`src/rtl/seven_seg_pkg.sv`:
```
// Shared definitions for the seven-segment scan controller and its decoder.
package seven_seg_pkg;

  // Per-digit scan phase: dark guard interval, then the anode is driven.
  typedef enum logic {
    ST_BLANK = 1'b0,
    ST_ON    = 1'b1
  } scan_state_e;

  // Active-low segments: all ones is fully dark, including the decimal point.
  localparam logic [7:0] SEG_OFF = 8'hFF;

  localparam int DEF_NUM_DIGITS  = 4;
  localparam int DEF_ON_CYCLES   = 50000;
  localparam int DEF_DEAD_CYCLES = 500;

endpackage

```
`src/rtl/seven_seg_decoder.sv`:
```
// Hex nibble to active-low seven-segment pattern; bit 7 (dp) is left dark.
module seven_seg_decoder
  import seven_seg_pkg::*;
(
  input  logic [3:0] nibble_i,
  output logic [7:0] seg_o
);

  // Combinational lookup of the common-anode glyph for each hex value.
  always_comb begin
    // NOTE: assign a default before the case so no path can leave seg_o unassigned and infer a latch.
    seg_o = SEG_OFF;
    unique case (nibble_i)
      4'h0: seg_o = 8'hC0;
      4'h1: seg_o = 8'hF9;
      4'h2: seg_o = 8'hA4;
      4'h3: seg_o = 8'hB0;
      4'h4: seg_o = 8'h99;
      4'h5: seg_o = 8'h92;
      4'h6: seg_o = 8'h82;
      4'h7: seg_o = 8'hF8;
      4'h8: seg_o = 8'h80;
      4'h9: seg_o = 8'h90;
      4'hA: seg_o = 8'h88;
      4'hB: seg_o = 8'h83;
      4'hC: seg_o = 8'hC6;
      4'hD: seg_o = 8'hA1;
      4'hE: seg_o = 8'h86;
      4'hF: seg_o = 8'h8E;
    endcase
  end

endmodule

```
`src/rtl/seven_seg_scan_ctrl.sv`:
```
// Multiplexed seven-segment scan controller: per-digit blank/on timing,
// registered active-low anode and segment drive, and a frame-synchronous
// display update through a one-deep pending register.
module seven_seg_scan_ctrl
  import seven_seg_pkg::*;
#(
  parameter int NUM_DIGITS  = DEF_NUM_DIGITS,
  parameter int ON_CYCLES   = DEF_ON_CYCLES,
  parameter int DEAD_CYCLES = DEF_DEAD_CYCLES
) (
  input  logic                    clk,
  input  logic                    rst_n,
  input  logic                    en,
  input  logic                    load_valid,
  output logic                    load_ready,
  input  logic [4*NUM_DIGITS-1:0] value_in,
  input  logic [NUM_DIGITS-1:0]   blank_mask,
  input  logic [NUM_DIGITS-1:0]   dp_mask,
  output logic [NUM_DIGITS-1:0]   digit_an,
  output logic [7:0]              seg_out,
  output logic                    frame_tick
);

  localparam int MAX_SLOT = (ON_CYCLES > DEAD_CYCLES) ? ON_CYCLES : DEAD_CYCLES;
  localparam int CNT_W    = $clog2(MAX_SLOT + 1);
  localparam int IDX_W    = (NUM_DIGITS > 1) ? $clog2(NUM_DIGITS) : 1;

  localparam logic [CNT_W-1:0] ON_LAST   = CNT_W'(ON_CYCLES - 1);
  localparam logic [CNT_W-1:0] DEAD_LAST = CNT_W'(DEAD_CYCLES - 1);
  localparam logic [IDX_W-1:0] IDX_LAST  = IDX_W'(NUM_DIGITS - 1);

  scan_state_e             state_q, state_d;
  logic [CNT_W-1:0]        cnt_q, cnt_d;
  logic [IDX_W-1:0]        idx_q, idx_d;
  logic                    wrap;

  logic [4*NUM_DIGITS-1:0] pend_q;
  logic                    pend_full_q;
  logic [4*NUM_DIGITS-1:0] disp_q;
  logic                    accept;
  logic                    commit;

  logic [3:0]              nibble;
  logic [7:0]              dec_seg;

  logic [NUM_DIGITS-1:0]   an_q, an_d;
  logic [7:0]              seg_q, seg_d;
  logic                    tick_q;

  // Next-state logic for the blank/on sequencer and the digit index.
  always_comb begin
    state_d = state_q;
    cnt_d   = cnt_q + 1'b1;
    idx_d   = idx_q;
    wrap    = 1'b0;
    if (!en) begin
      state_d = ST_BLANK;
      cnt_d   = '0;
      idx_d   = '0;
    end else begin
      unique case (state_q)
        ST_BLANK: begin
          if (cnt_q == DEAD_LAST) begin
            state_d = ST_ON;
            cnt_d   = '0;
          end
        end
        ST_ON: begin
          if (cnt_q == ON_LAST) begin
            state_d = ST_BLANK;
            cnt_d   = '0;
            if (idx_q == IDX_LAST) begin
              idx_d = '0;
              wrap  = 1'b1;
            end else begin
              idx_d = idx_q + 1'b1;
            end
          end
        end
      endcase
    end
  end

  // Sequencer state registers.
  always_ff @(posedge clk or negedge rst_n) begin
    if (!rst_n) begin
      state_q <= ST_BLANK;
      cnt_q   <= '0;
      idx_q   <= '0;
    end else begin
      // NOTE: sequential state uses non-blocking assignments so every register samples pre-edge values.
      state_q <= state_d;
      cnt_q   <= cnt_d;
      idx_q   <= idx_d;
    end
  end

  // Select the displayed nibble for the digit currently being scanned.
  always_comb begin
    nibble = '0;
    for (int i = 0; i < NUM_DIGITS; i++) begin
      if (idx_q == IDX_W'(i)) nibble = disp_q[4*i +: 4];
    end
  end

  seven_seg_decoder u_decoder (
    .nibble_i (nibble),
    .seg_o    (dec_seg)
  );

  // Drive pattern for the next cycle: lit only while ON and not masked dark.
  always_comb begin
    an_d  = '1;
    seg_d = SEG_OFF;
    if (en && (state_q == ST_ON) && !blank_mask[idx_q]) begin
      an_d  = ~(NUM_DIGITS'(1) << idx_q);
      seg_d = dec_seg;
      if (dp_mask[idx_q]) seg_d[7] = 1'b0;
    end
  end

  // Registered display outputs and the end-of-frame pulse.
  always_ff @(posedge clk or negedge rst_n) begin
    if (!rst_n) begin
      an_q   <= '1;
      seg_q  <= SEG_OFF;
      tick_q <= 1'b0;
    end else begin
      an_q   <= an_d;
      seg_q  <= seg_d;
      tick_q <= wrap;
    end
  end

  // A pending value moves to the display only on the frame_tick cycle or
  // when scanning is stopped, so a frame never shows a mix of two values.
  assign accept = load_valid && !pend_full_q;
  assign commit = pend_full_q && (tick_q || !en);

  // Pending and display registers for the load handshake.
  always_ff @(posedge clk or negedge rst_n) begin
    if (!rst_n) begin
      pend_q      <= '0;
      pend_full_q <= 1'b0;
      disp_q      <= '0;
    end else begin
      if (commit) begin
        disp_q      <= pend_q;
        pend_full_q <= 1'b0;
      end else if (accept) begin
        pend_q      <= value_in;
        pend_full_q <= 1'b1;
      end
    end
  end

  assign load_ready = !pend_full_q;
  assign digit_an   = an_q;
  assign seg_out    = seg_q;
  assign frame_tick = tick_q;

endmodule
```
`config.mk`:
```
export PLATFORM = sky130hd
export DESIGN_NAME = seven_seg_scan_ctrl
export DESIGN_NICKNAME = d
export VERILOG_FILES = /design/src/rtl/seven_seg_pkg.sv /design/src/rtl/seven_seg_decoder.sv /design/src/rtl/seven_seg_scan_ctrl.sv
export SDC_FILE = /design/constraint.sdc
export NUM_CORES = 1
export LEC_CHECK = 0
export ABC_AREA = 0
export ABC_CLOCK_PERIOD_IN_PS = 2400
export CAP_MARGIN = 10
export CORE_MARGIN = 8
export CORE_UTILIZATION = 49
export DETAILED_ROUTE_END_ITERATION = 8
export PLACE_DENSITY_LB_ADDON = 0.1
export SKIP_CTS_REPAIR_TIMING = 1
export SLEW_MARGIN = 10
export SYNTH_ARGS = -nofsm -noshare
export SYNTH_HDL_FRONTEND = slang
export SYNTH_SLANG_ARGS = --single-unit
```
`constraint.sdc`:
```
create_clock -name clk -period 2.4 [get_ports clk]
set_input_delay 0.6 -clock clk [delete_from_list [all_inputs] [get_ports clk]]
set_output_delay 0.6 -clock clk [all_outputs]
set_load 0.005 [all_outputs]
```
==> flow_summary.json <==
{
  "status": "finished clean",
  "synth-main-ff-cell": "dfrtp_1",
  "cts-buffers-inserted": 9,
  "portBuffers": 41,
  "r2r_start": "idx_q[0]",
  "placed_area_mm2": 0.003681,
  "via_per_inst": 5.290,
  "drt_iter0_drc": 48,
  "cts_sinks": 65,
  "cp-end-kind": "flip-flop",
  "dpl.hpwl_mm": 4.443,
  "fin_crit_sh": 0.8970,
  "internal_power_mw": 2.321,
  "async_flop_share": 1.000,
  "insertion_delay_ps": 340,
  "vias": 2079,
  "yosysTopAreaCellShare": 0.4216,
  "cpMaxStageDelayCell": "dfrtp_1",
  "worst_pin_slew_ps": 471.5,
  "die-width_um": 96.12,
  "synth_nets": 298,
  "worstPathRequired_ps": 2660,
  "gr-total-overflow": 0,
  "fin_skew_ps": 4.382,
  "maxCapViolCount": 0,
  "grtUsageTotal": 0.1429,
  "fin_setup_tns_ps": 0,
  "final_common_cell": "dfrtp_1",
  "yosysSeqAreaShare": 0.5219,
  "ys_types": 47,
  "final_antenna_net_count": 0,
  "layout.cells.most_common_list": "dfrtp_1 (53), clkdlybuf4s50_1 (40), mux2_2 (32)",
  "crit_chain": "inv_1 -> ha_1 -> nand2b_1 -> o22ai_1 -> a31oi_1 -> inv_1 -> ha_1 -> nor2_1 -> a211o_1 -> o211ai_1",
  "nets": 352,
  "drc_errors": 0,
  "core_mm2": 0.006277,
  "power.leakage_nw": 1.650,
  "io_pins": 42,
  "antenna_found_initial": 0,
  "powerDensity_mw_per_mm2": 811.5,
  "die_h_um": 96.12,
  "relSlewSlack": 0.6841,
  "clockBufferDepth": 2,
  "swShare": 0.2687,
  "gp_congestion": 0.8032,
  "worstPathArrival_ps": 2410,
  "min_period_ps": 2153,
  "cts_tree": "done",
  "finalWirelength_mm": 6.050,
  "rsz0062_at_grt": "false",
  "dr.pass1.iters": 4,
  "num_antenna_cells": 0,
  "switching_power_mw": 0.8525,
  "min_path_type": "in2async",
  "ys_ff_latch": 65,
  "combPwrFrac": 0.216,
  "netlist_area_mm2": 0.003146,
  "avgSynthCellArea_um2": 12.19,
  "synth_edf_count": 0,
  "fin_cells": 393,
  "worstSetupPathType": "reg2reg",
  "num-fill-cells": 534,
  "clockRootBuffer": "clkbuf_8",
  "rrSetupSlack_ps": 250,
  "p_clk_frac": 0.338,
  "wl_per_cell_um": 15.39,
  "cpPeakStageDelay_ps": 430,
  "startpoint": "idx_q[0]",
  "fp-row-count": 29,
  "start_util": 0.5011,
  "syn-instance-count": 258,
  "design_area_mm2": 0.003910,
  "cp-start-kind": "flip-flop",
  "yosysTopAreaCell": "dfrtp_1",
  "htree_levels": 3,
  "rr_endpoint": "seg_out[1]",
  "grt_pass1_vias": 2096,
  "area_delta_synth_final_pct": 24.30,
  "dp_cells": 378,
  "grt_max_degree": 66,
  "ir_worst_vdd_v": 0.0005442,
  "hold_viol": 0,
  "seq_power_share": 0.446,
  "grt_pass1_wl_mm": 10.05,
  "slew_violations": 0,
  "synthTopCellsByArea": "dfrtp_1 (42%), mux2_2 (11%), dfstp_2 (10%), ha_1 (4.8%), nor2_1 (3.0%)",
  "ys_warn_count": 0,
  "rr_worst_depth": 10,
  "die-area_mm2": 0.009239,
  "clk_pin_slew_ps": 70,
  "finalSetupViolCount": 0,
  "timing.fmax_mhz": 464.5,
  "cp_max_fo": 6,
  "drive_gt1_frac": 0.2816
}
[power by group through the flow]
stage                     logic (mW)  clock network, mW  registers (mW)
after floorplan                0.509                  0            1.38
after global placement         0.671                  0            1.43
after detailed placement       0.689                  0            1.44
after CTS                      0.693               1.10            1.42
after global routing           0.767               1.14            1.44
final                          0.684               1.07            1.42
[routing by layer]
| layer | wire [um] | track usage | vias to the layer above |
|---|---|---|---|
| met5 | 0 | 0 | - |
| met4 | 123 | 0.06914 | 0 |
| met3 | 325 | 0.03900 | 12 |
| met2 | 2879 | 0.2259 | 45 |
| met1 | 2721 | 0.1770 | 1016 |
| li1 | - | - | 1006 |
[how the worst max path moves through the flow]
stage | to | cells past startpoint | slack [ps]
floorplan | seg_out[1] | 10 | 130
global placement | disp_q[10] | 5 | 240
detailed placement | disp_q[10] | 5 | 210
CTS | seg_out[1] | 10 | 230
global route | seg_out[5] | 11 | 50
finish | seg_out[1] | 10 | 250
[sequential cells by signal, summed over array words and instances (netlist names)]
signal,cells
cnt_q,16
digit_an,4
disp_q,16
frame_tick,1
idx_q,2
pend_full_q,1
pend_q,16
seg_out,8
state_q,1
[synthesized netlist by cell type (all sizes together) (2+ instances only)]
cell and count:
dfrtp 53, mux2 32, nor2 25, nand2 17, dfstp 12, ha 12
inv 12, xnor2 10, buf 9, nand3 7, nand4 6, a21oi 5
nor3 5, o21ai 5, xor2 5, o211ai 4, o221ai 4, a211oi 3
and3 3, nand3b 3, nor2b 3, nor3b 3, clkbuf 2, mux2i 2
mux4 2, nand2b 2, nor4 2
[per-stage QoR]
| step | hold slack, ps | total power [mW] | setup slack (ps) | utilization |
|---|---|---|---|---|
| after floorplan | 304.4 | 1.885 | 132.2 | - |
| after global placement | 449.6 | 2.103 | 237.2 | 0.5864 |
| after detailed placement | 451.6 | 2.130 | 212.1 | 0.5864 |
| after CTS | 278.1 | 3.211 | 231.0 | 0.6229 |
| after global routing | 298.8 | 3.350 | 50.84 | 0.6229 |
| final | 275.7 | 3.173 | 247.3 | 0.6229 |
[kinds of logic (layout without fill, tap and decap cells)]
| family | after synthesis | after routing | share of synthesized area |
|---|---|---|---|
| DFF | 65 | 65 | 0.5219 |
| xor gates and xnor gates | 15 | 15 | 0.04176 |
| buffers and inverters | 23 | 81 | 0.03858 |
| AOI/OAI and AO/OA | 27 | 27 | 0.06801 |
| adders and majority gates | 12 | 12 | 0.04773 |
| and+or+nand+nor | 80 | 80 | 0.1468 |
| muxes | 36 | 36 | 0.1352 |
[area by class of cell]
cell class,count,area (um^2),area share
clock buffers,13,168.9,0.04320
multi-input cells,170,1383,0.3536
well taps,77,96.34,0.02464
clock inverters,2,60.06,0.01536
repair buffers,54,515.5,0.1318
inverters,12,45.04,0.01152
flip-flops and latches,65,1642,0.4198
[worst max-delay path: cells and delay by family (launching register included)]
| kind | cells | cell delay, ps |
|---|---|---|
| AO/OA/AOI/OAI | 4 | 640 |
| adder cells (fa/ha/maj) | 2 | 600 |
| flip-flops | 1 | 430 |
| buffers and inverters | 2 | 250 |
| AND/OR/NAND/NOR | 2 | 170 |
No activity file was read; power rests on OpenSTA's default activity.
